--- src/rtl/issuequeue_int.sv ---
// issuequeue_int -- integer-class issue queue.
//
// Holds dispatched integer/branch ops in a collapsing, age-ordered array
// (entry 0 is oldest, valid entries contiguous from 0). Pending source
// operands snoop the CDB and capture the broadcast value on a tag match.
// The oldest entry with both operands ready is presented to the issue unit
// and is removed when the issue unit grants it.
//
// Optional feature macro: ISSUEQ_WAKEUP_BYPASS_EN
//   defined   -> a same-cycle CDB match counts as ready for select, and the
//                payload forwards cdb_out for that operand.
//   undefined -> select uses registered ready bits only (1-cycle wakeup).
//
// Ports:
//   clk, reset                  clock / synchronous active-high reset
//   dispatch_*                  new entry from dispatch/rename
//   issuequeue_full             all DEPTH entries occupied (registered)
//   issuequeue_count            occupied entries
//   cdb_valid/cdb_tagout/cdb_out  CDB broadcast
//   ready_int                   an entry with both operands ready is presented
//   issue_int                   grant; consumes the presented entry
//   opcode/rsdata/rtdata/rdtag  presented payload (0 while ready_int=0)
module issuequeue_int #(
  parameter int DEPTH = 4,
  parameter int TAGW  = 6,
  parameter int DATAW = 32
) (
  input  logic                         clk,
  input  logic                         reset,
  input  logic                         dispatch_en,
  input  logic [3:0]                   dispatch_opcode,
  input  logic [DATAW-1:0]             dispatch_rsdata,
  input  logic [TAGW-1:0]              dispatch_rstag,
  input  logic                         dispatch_rsvalid,
  input  logic [DATAW-1:0]             dispatch_rtdata,
  input  logic [TAGW-1:0]              dispatch_rttag,
  input  logic                         dispatch_rtvalid,
  input  logic [TAGW-1:0]              dispatch_rdtag,
  output logic                         issuequeue_full,
  input  logic                         cdb_valid,
  input  logic [TAGW-1:0]              cdb_tagout,
  input  logic [DATAW-1:0]             cdb_out,
  output logic                         ready_int,
  input  logic                         issue_int,
  output logic [3:0]                   opcode,
  output logic [DATAW-1:0]             rsdata,
  output logic [DATAW-1:0]             rtdata,
  output logic [TAGW-1:0]              rdtag,
  output logic [$clog2(DEPTH+1)-1:0]   issuequeue_count
);

  localparam int CW = $clog2(DEPTH + 1);
  localparam int IW = $clog2(DEPTH);

  // Registered entry state
  logic [DEPTH-1:0] vld, rs_rdy, rt_rdy;
  logic [3:0]       op_q   [DEPTH];
  logic [TAGW-1:0]  rd_q   [DEPTH];
  logic [TAGW-1:0]  rs_tag [DEPTH];
  logic [TAGW-1:0]  rt_tag [DEPTH];
  logic [DATAW-1:0] rs_dat [DEPTH];
  logic [DATAW-1:0] rt_dat [DEPTH];
  logic [CW-1:0]    count;
  logic             full;

  // Entry state after this cycle's wakeup; one extra all-zero slot so the
  // collapse shift of the top entry reads an empty entry.
  logic             w_vld    [DEPTH+1];
  logic             w_rs_rdy [DEPTH+1];
  logic             w_rt_rdy [DEPTH+1];
  logic [3:0]       w_op     [DEPTH+1];
  logic [TAGW-1:0]  w_rd     [DEPTH+1];
  logic [TAGW-1:0]  w_rs_tag [DEPTH+1];
  logic [TAGW-1:0]  w_rt_tag [DEPTH+1];
  logic [DATAW-1:0] w_rs_dat [DEPTH+1];
  logic [DATAW-1:0] w_rt_dat [DEPTH+1];

  logic [DEPTH-1:0] rs_hit, rt_hit, eff_rs, eff_rt;
  logic [IW-1:0]    sel;
  logic             found, grant, accept;
  logic [CW-1:0]    wr_idx, count_nxt;
  logic             d_rs_hit, d_rt_hit;

  logic             n_vld    [DEPTH];
  logic             n_rs_rdy [DEPTH];
  logic             n_rt_rdy [DEPTH];
  logic [3:0]       n_op     [DEPTH];
  logic [TAGW-1:0]  n_rd     [DEPTH];
  logic [TAGW-1:0]  n_rs_tag [DEPTH];
  logic [TAGW-1:0]  n_rt_tag [DEPTH];
  logic [DATAW-1:0] n_rs_dat [DEPTH];
  logic [DATAW-1:0] n_rt_dat [DEPTH];

  // CDB snoop and wakeup
  always_comb begin
    for (int i = 0; i < DEPTH; i++) begin
      rs_hit[i] = vld[i] & ~rs_rdy[i] & cdb_valid & (rs_tag[i] == cdb_tagout);
      rt_hit[i] = vld[i] & ~rt_rdy[i] & cdb_valid & (rt_tag[i] == cdb_tagout);
`ifdef ISSUEQ_WAKEUP_BYPASS_EN
      eff_rs[i] = rs_rdy[i] | rs_hit[i];
      eff_rt[i] = rt_rdy[i] | rt_hit[i];
`else
      eff_rs[i] = rs_rdy[i];
      eff_rt[i] = rt_rdy[i];
`endif
      w_vld[i]    = vld[i];
      w_rs_rdy[i] = rs_rdy[i] | rs_hit[i];
      w_rt_rdy[i] = rt_rdy[i] | rt_hit[i];
      w_op[i]     = op_q[i];
      w_rd[i]     = rd_q[i];
      w_rs_tag[i] = rs_tag[i];
      w_rt_tag[i] = rt_tag[i];
      w_rs_dat[i] = rs_hit[i] ? cdb_out : rs_dat[i];
      w_rt_dat[i] = rt_hit[i] ? cdb_out : rt_dat[i];
    end
    w_vld[DEPTH]    = 1'b0;
    w_rs_rdy[DEPTH] = 1'b0;
    w_rt_rdy[DEPTH] = 1'b0;
    w_op[DEPTH]     = '0;
    w_rd[DEPTH]     = '0;
    w_rs_tag[DEPTH] = '0;
    w_rt_tag[DEPTH] = '0;
    w_rs_dat[DEPTH] = '0;
    w_rt_dat[DEPTH] = '0;
  end

  // Select: lowest-index (oldest) valid entry with both operands ready
  always_comb begin
    sel   = '0;
    found = 1'b0;
    for (int i = DEPTH - 1; i >= 0; i--) begin
      if (vld[i] && eff_rs[i] && eff_rt[i]) begin
        sel   = IW'(i);
        found = 1'b1;
      end
    end
  end

  always_comb begin
    ready_int = found;
    opcode    = '0;
    rsdata    = '0;
    rtdata    = '0;
    rdtag     = '0;
    if (found) begin
      opcode = op_q[sel];
      rdtag  = rd_q[sel];
`ifdef ISSUEQ_WAKEUP_BYPASS_EN
      rsdata = rs_hit[sel] ? cdb_out : rs_dat[sel];
      rtdata = rt_hit[sel] ? cdb_out : rt_dat[sel];
`else
      rsdata = rs_dat[sel];
      rtdata = rt_dat[sel];
`endif
    end
  end

  assign grant     = issue_int & found;
  assign accept    = dispatch_en & ~full;
  // A same-cycle grant collapses one entry, so the write slot moves down.
  assign wr_idx    = count - CW'(grant);
  assign count_nxt = count + CW'(accept) - CW'(grant);
  assign d_rs_hit  = ~dispatch_rsvalid & cdb_valid & (dispatch_rstag == cdb_tagout);
  assign d_rt_hit  = ~dispatch_rtvalid & cdb_valid & (dispatch_rttag == cdb_tagout);

  // Collapse on grant, then insert the dispatched entry
  always_comb begin
    for (int i = 0; i < DEPTH; i++) begin
      logic [CW-1:0] src;
      src = (grant && (i >= int'(sel))) ? CW'(i + 1) : CW'(i);
      n_vld[i]    = w_vld[src];
      n_rs_rdy[i] = w_rs_rdy[src];
      n_rt_rdy[i] = w_rt_rdy[src];
      n_op[i]     = w_op[src];
      n_rd[i]     = w_rd[src];
      n_rs_tag[i] = w_rs_tag[src];
      n_rt_tag[i] = w_rt_tag[src];
      n_rs_dat[i] = w_rs_dat[src];
      n_rt_dat[i] = w_rt_dat[src];
      if (accept && (CW'(i) == wr_idx)) begin
        n_vld[i]    = 1'b1;
        n_rs_rdy[i] = dispatch_rsvalid | d_rs_hit;
        n_rt_rdy[i] = dispatch_rtvalid | d_rt_hit;
        n_op[i]     = dispatch_opcode;
        n_rd[i]     = dispatch_rdtag;
        n_rs_tag[i] = dispatch_rstag;
        n_rt_tag[i] = dispatch_rttag;
        n_rs_dat[i] = d_rs_hit ? cdb_out : dispatch_rsdata;
        n_rt_dat[i] = d_rt_hit ? cdb_out : dispatch_rtdata;
      end
    end
  end

  // State update: control with reset, payload without
  always_ff @(posedge clk) begin
    if (reset) begin
      vld    <= '0;
      rs_rdy <= '0;
      rt_rdy <= '0;
      count  <= '0;
      full   <= 1'b0;
    end else begin
      for (int i = 0; i < DEPTH; i++) begin
        vld[i]    <= n_vld[i];
        rs_rdy[i] <= n_rs_rdy[i];
        rt_rdy[i] <= n_rt_rdy[i];
      end
      count <= count_nxt;
      full  <= (count_nxt == CW'(DEPTH));
    end
  end

  always_ff @(posedge clk) begin
    for (int i = 0; i < DEPTH; i++) begin
      op_q[i]   <= n_op[i];
      rd_q[i]   <= n_rd[i];
      rs_tag[i] <= n_rs_tag[i];
      rt_tag[i] <= n_rt_tag[i];
      rs_dat[i] <= n_rs_dat[i];
      rt_dat[i] <= n_rt_dat[i];
    end
  end

  assign issuequeue_full  = full;
  assign issuequeue_count = count;

endmodule

--- config.mk ---
export PLATFORM = sky130hd
export DESIGN_NAME = issuequeue_int
export DESIGN_NICKNAME = d
export VERILOG_FILES = /design/src/rtl/issuequeue_int.sv
export SDC_FILE = /design/constraint.sdc
export NUM_CORES = 1
export LEC_CHECK = 0
export CAP_MARGIN = 30
export CORE_UTILIZATION = 55
export DETAILED_ROUTE_END_ITERATION = 10
export PLACE_DENSITY = 0.89
export SLEW_MARGIN = 0
export SYNTH_ARGS = -nofsm -noshare
export SYNTH_HDL_FRONTEND = slang
export SYNTH_SLANG_ARGS = --single-unit
--- constraint.sdc ---
create_clock -name clk -period 9.95 [get_ports clk]
set_input_delay 0.995 -clock clk [delete_from_list [all_inputs] [get_ports clk]]
set_output_delay 0.995 -clock clk [all_outputs]
set_load 0.02 [all_outputs]
Word-level counts from Yosys, hierarchy flattened
Memory sizes are Yosys's and may differ from the RTL's.
Index checks and enable logic that the tools add are counted.
{"block": "totals", "output_inout_bits": 79, "inputBits": 131, "word_cells": 276, "regBits": 16, "ramBits": 344, "n_memories": 6}
{"block": "op_classes", "n_addsub": 3, "n_eq_ne": 14, "muxes": 170, "n_lt_le_gt_ge": 7, "n_reduce_logical": 16, "n_bitwise": 55}
{"name": "rs_dat", "depth": 4, "width": 32, "rd": 5, "rd_ports_with_merged_regs": 0, "write_ports": 4, "line_no": "61", "text": "logic [DATAW-1:0] rs_dat [DEPTH];"}
{"name": "rt_dat", "depth": 4, "width": 32, "rd": 5, "rd_ports_with_merged_regs": 0, "write_ports": 4, "line_no": "62", "text": "logic [DATAW-1:0] rt_dat [DEPTH];"}
{"name": "rd_q", "depth": 4, "width": 6, "rd": 5, "rd_ports_with_merged_regs": 0, "write_ports": 4, "line_no": "58", "text": "logic [TAGW-1:0] rd_q [DEPTH];"}
{"name": "rs_tag", "depth": 4, "width": 6, "rd": 4, "rd_ports_with_merged_regs": 0, "write_ports": 4, "line_no": "59", "text": "logic [TAGW-1:0] rs_tag [DEPTH];"}
{"name": "rt_tag", "depth": 4, "width": 6, "rd": 4, "rd_ports_with_merged_regs": 0, "write_ports": 4, "line_no": "60", "text": "logic [TAGW-1:0] rt_tag [DEPTH];"}
{"name": "op_q", "depth": 4, "width": 4, "rd": 5, "rd_ports_with_merged_regs": 0, "write_ports": 4, "line_no": "57", "text": "logic [3:0] op_q [DEPTH];"}
{"operator": "2-to-1 mux 32 bit", "count": 36}
{"operator": "binary-select mux 32 bit (select 3 bit)", "count": 8}
{"operator": "2-to-1 mux 6 bit", "count": 37}
{"operator": "binary-select mux 6 bit (select 3 bit)", "count": 12}
{"operator": "== test 6 bit", "count": 10}
{"operator": "2-to-1 mux 4 bit", "count": 13}
{"operator": "binary-select mux 4 bit (select 3 bit)", "count": 4}
{"operator": "2-to-1 mux 1 bit", "count": 42}
{"operator": "binary-select mux 1 bit (select 3 bit)", "count": 12}
{"operator": "AND 1 bit", "count": 30}
{"operator": ">= comparator 4 bit (second input constant)", "count": 4}
{"operator": "logical AND 1 bit", "count": 15}
{"operator": "inverter 1 bit", "count": 11}
{"operator": "2-to-1 mux 2 bit", "count": 5}
{"operator": "bitwise OR 1 bit", "count": 10}
{"operator": "inverter 2 -> 4 bit", "count": 2}
{"operator": "== test 2 x 3 -> 1 bit (first input constant)", "count": 2}
{"operator": "subtractor 3 x 1 -> 3 bit", "count": 2}
{"operator": ">= comparator 1 x 2 -> 1 bit (first input constant)", "count": 2}
{"operator": "inverter 1 -> 4 bit", "count": 1}
{"operator": "inverter 3 -> 4 bit", "count": 1}
{"operator": "adder 3 x 1 -> 3 bit", "count": 1}
{"operator": "== test 1 x 3 -> 1 bit (first input constant)", "count": 1}
{"operator": "== test 3 bit (second input constant)", "count": 1}
{"operator": "3 further kinds", "count": 3}

Depth between registers and ports, before layout
Gate-level depths: netlist of the first run.
{"block": "logic_depth", "ltp_word": 14, "mapped_depth": 13, "depth_no_buf": 10}

Worst setup path before layout of the first run
OpenSTA, ideal clock, no wires.
{"block": "synth_timing", "path_kind": "input port to flip-flop", "start": "in issue_int", "end": "mem op_q[3][0] (enable)", "cell_stages": 7, "arrival_time_ns": 3.252, "setup_ns": 0.395, "path_slack_ns": 6.303, "cell_sequence": "o41ai_4 nor2_1 ha_1 or3_1 o21ai_1 clkbuf_1 clkbuf_1"}
{"item": "start: declaration", "line_no": "44", "text": "input logic issue_int,"}
{"item": "end: declaration", "line_no": "57"}

Worst setup path in the final report of the first run
{"block": "layout_timing", "start": "reg vld[2]", "end": "out rtdata[29]"}
{"block": "layout_via", "elab_chain_len": 7, "word_cells_on_any_way": 10}
{"item": "start: declaration", "line_no": "56", "text": "logic [DEPTH-1:0] vld, rs_rdy, rt_rdy;"}
{"item": "start signal: indexed assignment", "line_no": "204", "text": "vld[i] <= n_vld[i];"}
{"item": "logical AND 1 bit * (2 in a row)", "line_no": "132", "text": "if (vld[i] && eff_rs[i] && eff_rt[i]) begin"}
{"item": "2-to-1 mux 2 bit (3 in a row)", "line_no": "132"}
{"item": "memory read (4 x 32 bit)"}
{"item": "2-to-1 mux 32 bit *", "line_no": "145", "text": "if (found) begin"}
{"item": "end: declaration", "line_no": "47", "text": "output logic [DATAW-1:0] rtdata,"}
Every way passes the cells marked *; elsewhere a longest branch is shown, timed or not.

==> results of run 1 <==
cells in the mapped netlist (all sizes together), types with 2 or more instances:
library cell,instances
nand2b,37
dfxtp,272
or4,3
nand3b,6
a211oi,149
nor2,90
xor2,52
mux2i,268
nand2,204
nor4,7
a211o,2
o221ai,129
a31oi,2
nand3,7
nor2b,76
or3,34
or2,2
inv,6
a21oi,15
xnor2,14
mux2,2
and3,29
o41ai,3
clkbuf,153
o21ai,89
o22ai,254
buf,79
edfxtp,88
nor3,15
nor3b,4
nand4,4
ha,2
per-layer routing:
| metal | routed length [µm] | track usage | share of wire | vias up |
|---|---|---|---|---|
| met2 | 29730 | 0.5460 | 0.45 | 1517 |
| li1 | - | - | - | 8133 |
| met5 | 24 | 0 | 0.00037 | - |
| met1 | 24180 | 0.4391 | 0.37 | 9012 |
| met3 | 8618 | 0.08079 | 0.13 | 255 |
| met4 | 3095 | 0.1886 | 0.047 | 4 |
flip-flops by register name, summed over array words and instances (netlist names):
| signal | cells |
|---|---|
| rs_tag | 24 |
| eff_rt | 4 |
| vld | 4 |
| issuequeue_full | 1 |
| rd_q | 24 |
| issuequeue_count | 3 |
| op_q | 16 |
| rt_dat | 128 |
| eff_rs | 4 |
| rs_dat | 128 |
| rt_tag | 24 |
critical path, delay by kind of cell, from the launching register on:
kind | cells | cell delay [ns]
compound gates | 3 | 0.90
buf+inv | 2 | 1.62
flops | 1 | 0.39
simple gates | 2 | 0.87
per-stage QoR:
| stage | cells | worst slack [ns] | power, mW | util | hold slack [ns] |
|---|---|---|---|---|---|
| 3_5_place_dp | 2576 | 5.113 | 3.852 | 0.6240 | 0.4998 |
| 3_3_place_gp | 2573 | 5.192 | 3.713 | 0.6216 | 0.4953 |
| 5_1_grt | 2644 | 4.515 | 5.527 | 0.6595 | 0.5281 |
| 2_1_floorplan | 2109 | 6.303 | 3.451 | - | 0.4765 |
| 4_1_cts | 2642 | 4.747 | 5.226 | 0.6579 | 0.5126 |
| 6_report | 2644 | 4.622 | 5.299 | 0.6595 | 0.5162 |
final timing paths:
kind,cells past startpoint,slack [ns],startpoint,end
setup / recovery,7,4.62,vld[2]$_SDFF_PP0_,rtdata[29]
hold / removal,2,0.52,vld[0]$_SDFF_PP0_,vld[0]$_SDFF_PP0_
setup reg to reg,8,5.55,vld[1]$_SDFF_PP0_,rt_dat[3][16]$_DFF_P_
hold reg to reg,2,0.52,vld[0]$_SDFF_PP0_,vld[0]$_SDFF_PP0_
power by group through the flow:
| stage | Combinational [mW] | Sequential [mW] | Clock [mW] |
|---|---|---|---|
| 2_1_floorplan | 1.11 | 2.34 | 0 |
| 3_3_place_gp | 1.30 | 2.41 | 0 |
| 3_5_place_dp | 1.40 | 2.45 | 0 |
| 4_1_cts | 1.42 | 2.43 | 1.37 |
| 5_1_grt | 1.59 | 2.50 | 1.44 |
| 6_report | 1.46 | 2.46 | 1.37 |
cells by family (layout without fill, tap and decap cells):
group / Yosys count / after routing / synth area share
xor+xnor: 66 / 66 / 0.02962
buf+inv: 238 / 318 / 0.05314
simple gates: 520 / 520 / 0.1306
compound gates: 652 / 652 / 0.2314
fa+ha+maj: 3 / 3 / 0.002308
mux: 270 / 270 / 0.1386
flops: 360 / 360 / 0.4144
final cells by class:
class                   count  area [µm²]  area share
clock buffers              54        1094     0.04777
clock inverters            12       85.08    0.003716
inverters                   6       22.52   0.0009838
multi-input cells        1511       10550      0.4609
flip-flops and latches    360        8088      0.3533
well taps                 455       569.3     0.02487
repair buffers            246        2482      0.1084
==> results_dict.tcl, run 1 <==
set metrics [dict create \
    routabilityCongestion 0.8470 \
    hold_buffers 0 \
    clkPwrFrac 0.259 \
    nets 2297 \
    grt_pass1_vias 18330 \
    fmax_mhz 187.7 \
    syn_avg_cell_area_um2 9.254 \
    p_leak_nw 8.758 \
    syn_inst 2109 \
    clkSinkCount 360 \
    finalHoldViolations 0 \
    place_hpwl_um 37700 \
    critPathLaunchType "flip-flop" \
    fin_crit_sh 0.5355 \
    grt_setup_unrepaired "false" \
    port-buffer-count 209 \
    num_vias 18920 \
    synth.area.top_cells "dfxtp_1 28%, mux2i_1 14%, edfxtp_1 14%" \
    critical_path_arrival_ns 4.33 \
    clockRootBuffer "clkbuf_16" \
    p_per_area_mw_per_mm2 231.5 \
    drv_cap 0 \
    post_cts_resized 0 \
    cpPeakStageDelay_ns 0.89 \
    crit_type "reg2out" \
    grt_max_degree 223 \
    grt-ovfl-total 0 \
    switching_share 0.3200 \
    layout_commonest_cell "dfxtp_1" \
    via_per_inst 7.156 \
    vdd_drop_max_mv 0.1452 \
    cp-end-kind "output pin" \
    comb_power_share 0.276 \
    wirelength_um 65650 \
    fin_setup_tns_ns 0 \
    intPower_mw 3.603 \
    yosys_warnings 0 \
    setup_viol 0 \
    clockBufferDepth 3 \
    postPlaceCellArea_mm2 0.02166 \
    outcome "completed" \
    seqPwrFrac 0.465 \
    fillCellCount 2585 \
    tightest_slew_ns 1.324 \
    synthFlopType "dfxtp_1" \
    p_switching_mw 1.696 \
    area_growth_pct 17.30 \
    cts_max_level 2 \
    drive_gt1_frac 0.05391 \
    final-max-slew-violation-count 0 \
    cts_tree "done" \
    post_cts_buffers 0 \
    die_x_um 190.4 \
    ys_seq_elements 360 \
    synth_edf_count 88 \
    ioPinCount 210 \
    routedWlPerCell_um 24.83 \
    grt_pass1_wl_um 100000 \
    drtAntennaViolNets 0 \
    drt_pass1_iterations 8 \
    die_area_mm2 0.03624 \
    die_y_um 190.4 \
    period_minus_slack_ns 5.328 \
    antenna_cells 0 \
    core_area_mm2 0.03471 \
    cp.required_ns 8.96 \
    row_count 68 \
    drt_drc_violations_left 0 \
    grt_usage 0.3467 \
    most-common-layout-cells "272 x dfxtp_1, 266 x mux2i_1, 254 x o22ai_1, 209 x clkdlybuf4s50_1, 201 x nand2_1" \
    clkLatencyLatePin_ns 0.53 \
    path_common_cell "a211oi_1" \
    clkTransAtPathRegs_ns 0.06 \
    path_cells "and3_1 > o21ai_0 > nand2_4 > buf_4 > a211oi_1 > a211oi_1 > clkdlybuf4s50_1" \
    yosys.area.top_type_share 0.2790 \
    cts_buffers 38 \
    worstPathMaxFanout 88 \
    drtIter0Drc 2557 \
    synth_fp_nets 2243 \
    synthArstFlopShare 0 \
    max_slew_margin 0.1176 \
    syn-cell-area_mm2 0.01952 \
    ys_types 52 \
    antenna_found_initial 2 \
    hold_class "reg2reg" \
    synth_area_leader_cell "dfxtp_1" \
    fin_skew_ns 0.01346 \
    final_cell_area_mm2 0.02289 \
    start_util 0.5622 \
    slowest_stage "buf_4" \
    synth_seq_area_share 0.4144 \
]
(Power assumes the default switching activity.)
==> inputs of run 2 (changes only) <==
==> constraint.sdc (replaced) <==
create_clock -name clk -period 5 [get_ports clk]
set_input_delay 0.5 -clock clk [delete_from_list [all_inputs] [get_ports clk]]
set_output_delay 0.5 -clock clk [all_outputs]
set_load 0.02 [all_outputs]
==> results_dict.tcl, run 2 (same netlist as run 1, synthesis figures left out) <==
set metrics [dict create \
    outcome "completed" \
    drt_drc_violations_left 0 \
    switching_share 0.3201 \
    grt_setup_unrepaired "false" \
    place_hpwl_um 39530 \
    port-buffer-count 209 \
    tightest_slew_ns 1.094 \
    hold_class "reg2reg" \
    worstPathMaxFanout 53 \
    post_cts_resized 0 \
    drt_pass1_iterations 10 \
    grt_pass1_vias 19360 \
    max_slew_margin 0.2708 \
    intPower_mw 7.356 \
    path_common_cell "a211oi_1" \
    crit_type "reg2out" \
    fmax_mhz 236.4 \
    seqPwrFrac 0.455 \
    fin_crit_sh 0.8460 \
    via_per_inst 7.241 \
    start_util 0.5622 \
    clkLatencyLatePin_ns 0.55 \
    num_vias 19270 \
    routabilityCongestion 0.9031 \
    comb_power_share 0.269 \
    fin_skew_ns 0.01879 \
    die_x_um 190.4 \
    ioPinCount 210 \
    die_y_um 190.4 \
    die_area_mm2 0.03624 \
    cp-end-kind "output pin" \
    grt_usage 0.3583 \
    cts_tree "done" \
    post_cts_buffers 0 \
    slowest_stage "clkdlybuf4s50_1" \
    wirelength_um 66810 \
    drv_cap 0 \
    final_cell_area_mm2 0.02310 \
    final-max-slew-violation-count 0 \
    area_growth_pct 18.37 \
    critical_path_arrival_ns 3.73 \
    period_minus_slack_ns 4.230 \
    grt-ovfl-total 0 \
    cpPeakStageDelay_ns 0.71 \
    p_switching_mw 3.463 \
    cts_max_level 2 \
    crit_family "buffers and inverters" \
    drtIter0Drc 2650 \
    p_per_area_mw_per_mm2 468.3 \
    setup_viol 0 \
    grt_pass1_wl_um 103300 \
    antenna_found_initial 0 \
    vdd_drop_max_mv 0.3301 \
    core_area_mm2 0.03471 \
    routedWlPerCell_um 25.11 \
    cp.required_ns 4.50 \
    antenna_cells 0 \
    drtAntennaViolNets 0 \
    p_leak_nw 8.888 \
    clkTransAtPathRegs_ns 0.06 \
    layout_commonest_cell "dfxtp_1" \
    critPathLaunchType "flip-flop" \
    clkSinkCount 360 \
    cts_buffers 40 \
    clockBufferDepth 3 \
    clockRootBuffer "clkbuf_16" \
    most-common-layout-cells "272 x dfxtp_1, 266 x mux2i_1, 254 x o22ai_1, 209 x clkdlybuf4s50_1, 201 x nand2_1" \
    top_regs "rs_dat: 128 flops, rt_dat: 128 flops" \
    drive_gt1_frac 0.06392 \
    nets 2313 \
    grt_max_degree 153 \
    path_buf_inv 2 \
    postPlaceCellArea_mm2 0.02180 \
    clkPwrFrac 0.276 \
    finalHoldViolations 0 \
    row_count 68 \
    hold_buffers 0 \
    fin_setup_tns_ns 0 \
    path_cells "and3_1 > o21ai_0 > nand2_4 > buf_4 > a211oi_1 > a211oi_1 > clkdlybuf4s50_1" \
]
run 2: cell types whose count changed in the layout (fill, tap and decap cells not counted), sizes merged:
cell / before / now
bufinv: 1 / 3
clkinv: 10 / 11
buf: 37 / 51
run 2: tightest hold or removal path: cells and delay by family, from the launching register on:
| family | cells | cell delay (ns) |
|---|---|---|
| AND/OR/NAND/NOR | 2 | 0.11 |
| flip-flops | 1 | 0.33 |
run 2: final cells by class:
cell class                      instances  area (µm²)
Tap cell                              455       569.3
Inverter                                6       22.52
Clock inverter                         15       151.4
Timing Repair Buffer                  260        2565
Fill cell                            2620       11610
Clock buffer                           54        1155
Sequential cell                       360        8088
Multi-Input combinational cell       1511       10550
run 2: stage by stage:
stage               hold slack (ns)    util  total power [mW]  worst slack (ns)  cells
finish                       0.5341  0.6655             10.82            0.7702   2661
global route                 0.5605  0.6655             11.24            0.6315   2661
detailed placement           0.5248  0.6279             7.690             1.264   2592
global placement             0.5121  0.6263             7.408             1.342   2590
CTS                          0.5416  0.6655             10.68            0.8510   2661
floorplan                    0.4765       -             6.867             1.374   2109
run 2: per-layer routing:
metal / wire, µm / GRT usage / up-vias
li1: - / - / 8149
met4: 3755 / 0.2268 / 0
met3: 8653 / 0.07563 / 354
met1: 24250 / 0.4473 / 9068
met2: 30140 / 0.5636 / 1696
met5: 0 / 0 / -
run 2: path summary, 6_finish.rpt:
kind,startpoint,end,slack [ns],depth (start not counted)
worst max-delay path,vld[2]$_SDFF_PP0_,rtdata[31],0.77,7
worst max register to register,eff_rt[1]$_SDFF_PP0_,rt_tag[1][2]$_DFFE_PP_,1.23,9
worst min-delay path,rd_q[1][5]$_DFFE_PP_,rd_q[0][5]$_DFFE_PP_,0.53,2
worst min register to register,rd_q[1][5]$_DFFE_PP_,rd_q[0][5]$_DFFE_PP_,0.53,2
run 2: power groups by stage:
stage	sequential, mW	clock (mW)	combinational, mW
global placement	4.80	0	2.61
detailed placement	4.88	0	2.81
floorplan	4.66	0	2.21
global route	5.00	3.09	3.15
finish	4.92	2.99	2.91
CTS	4.85	2.97	2.86
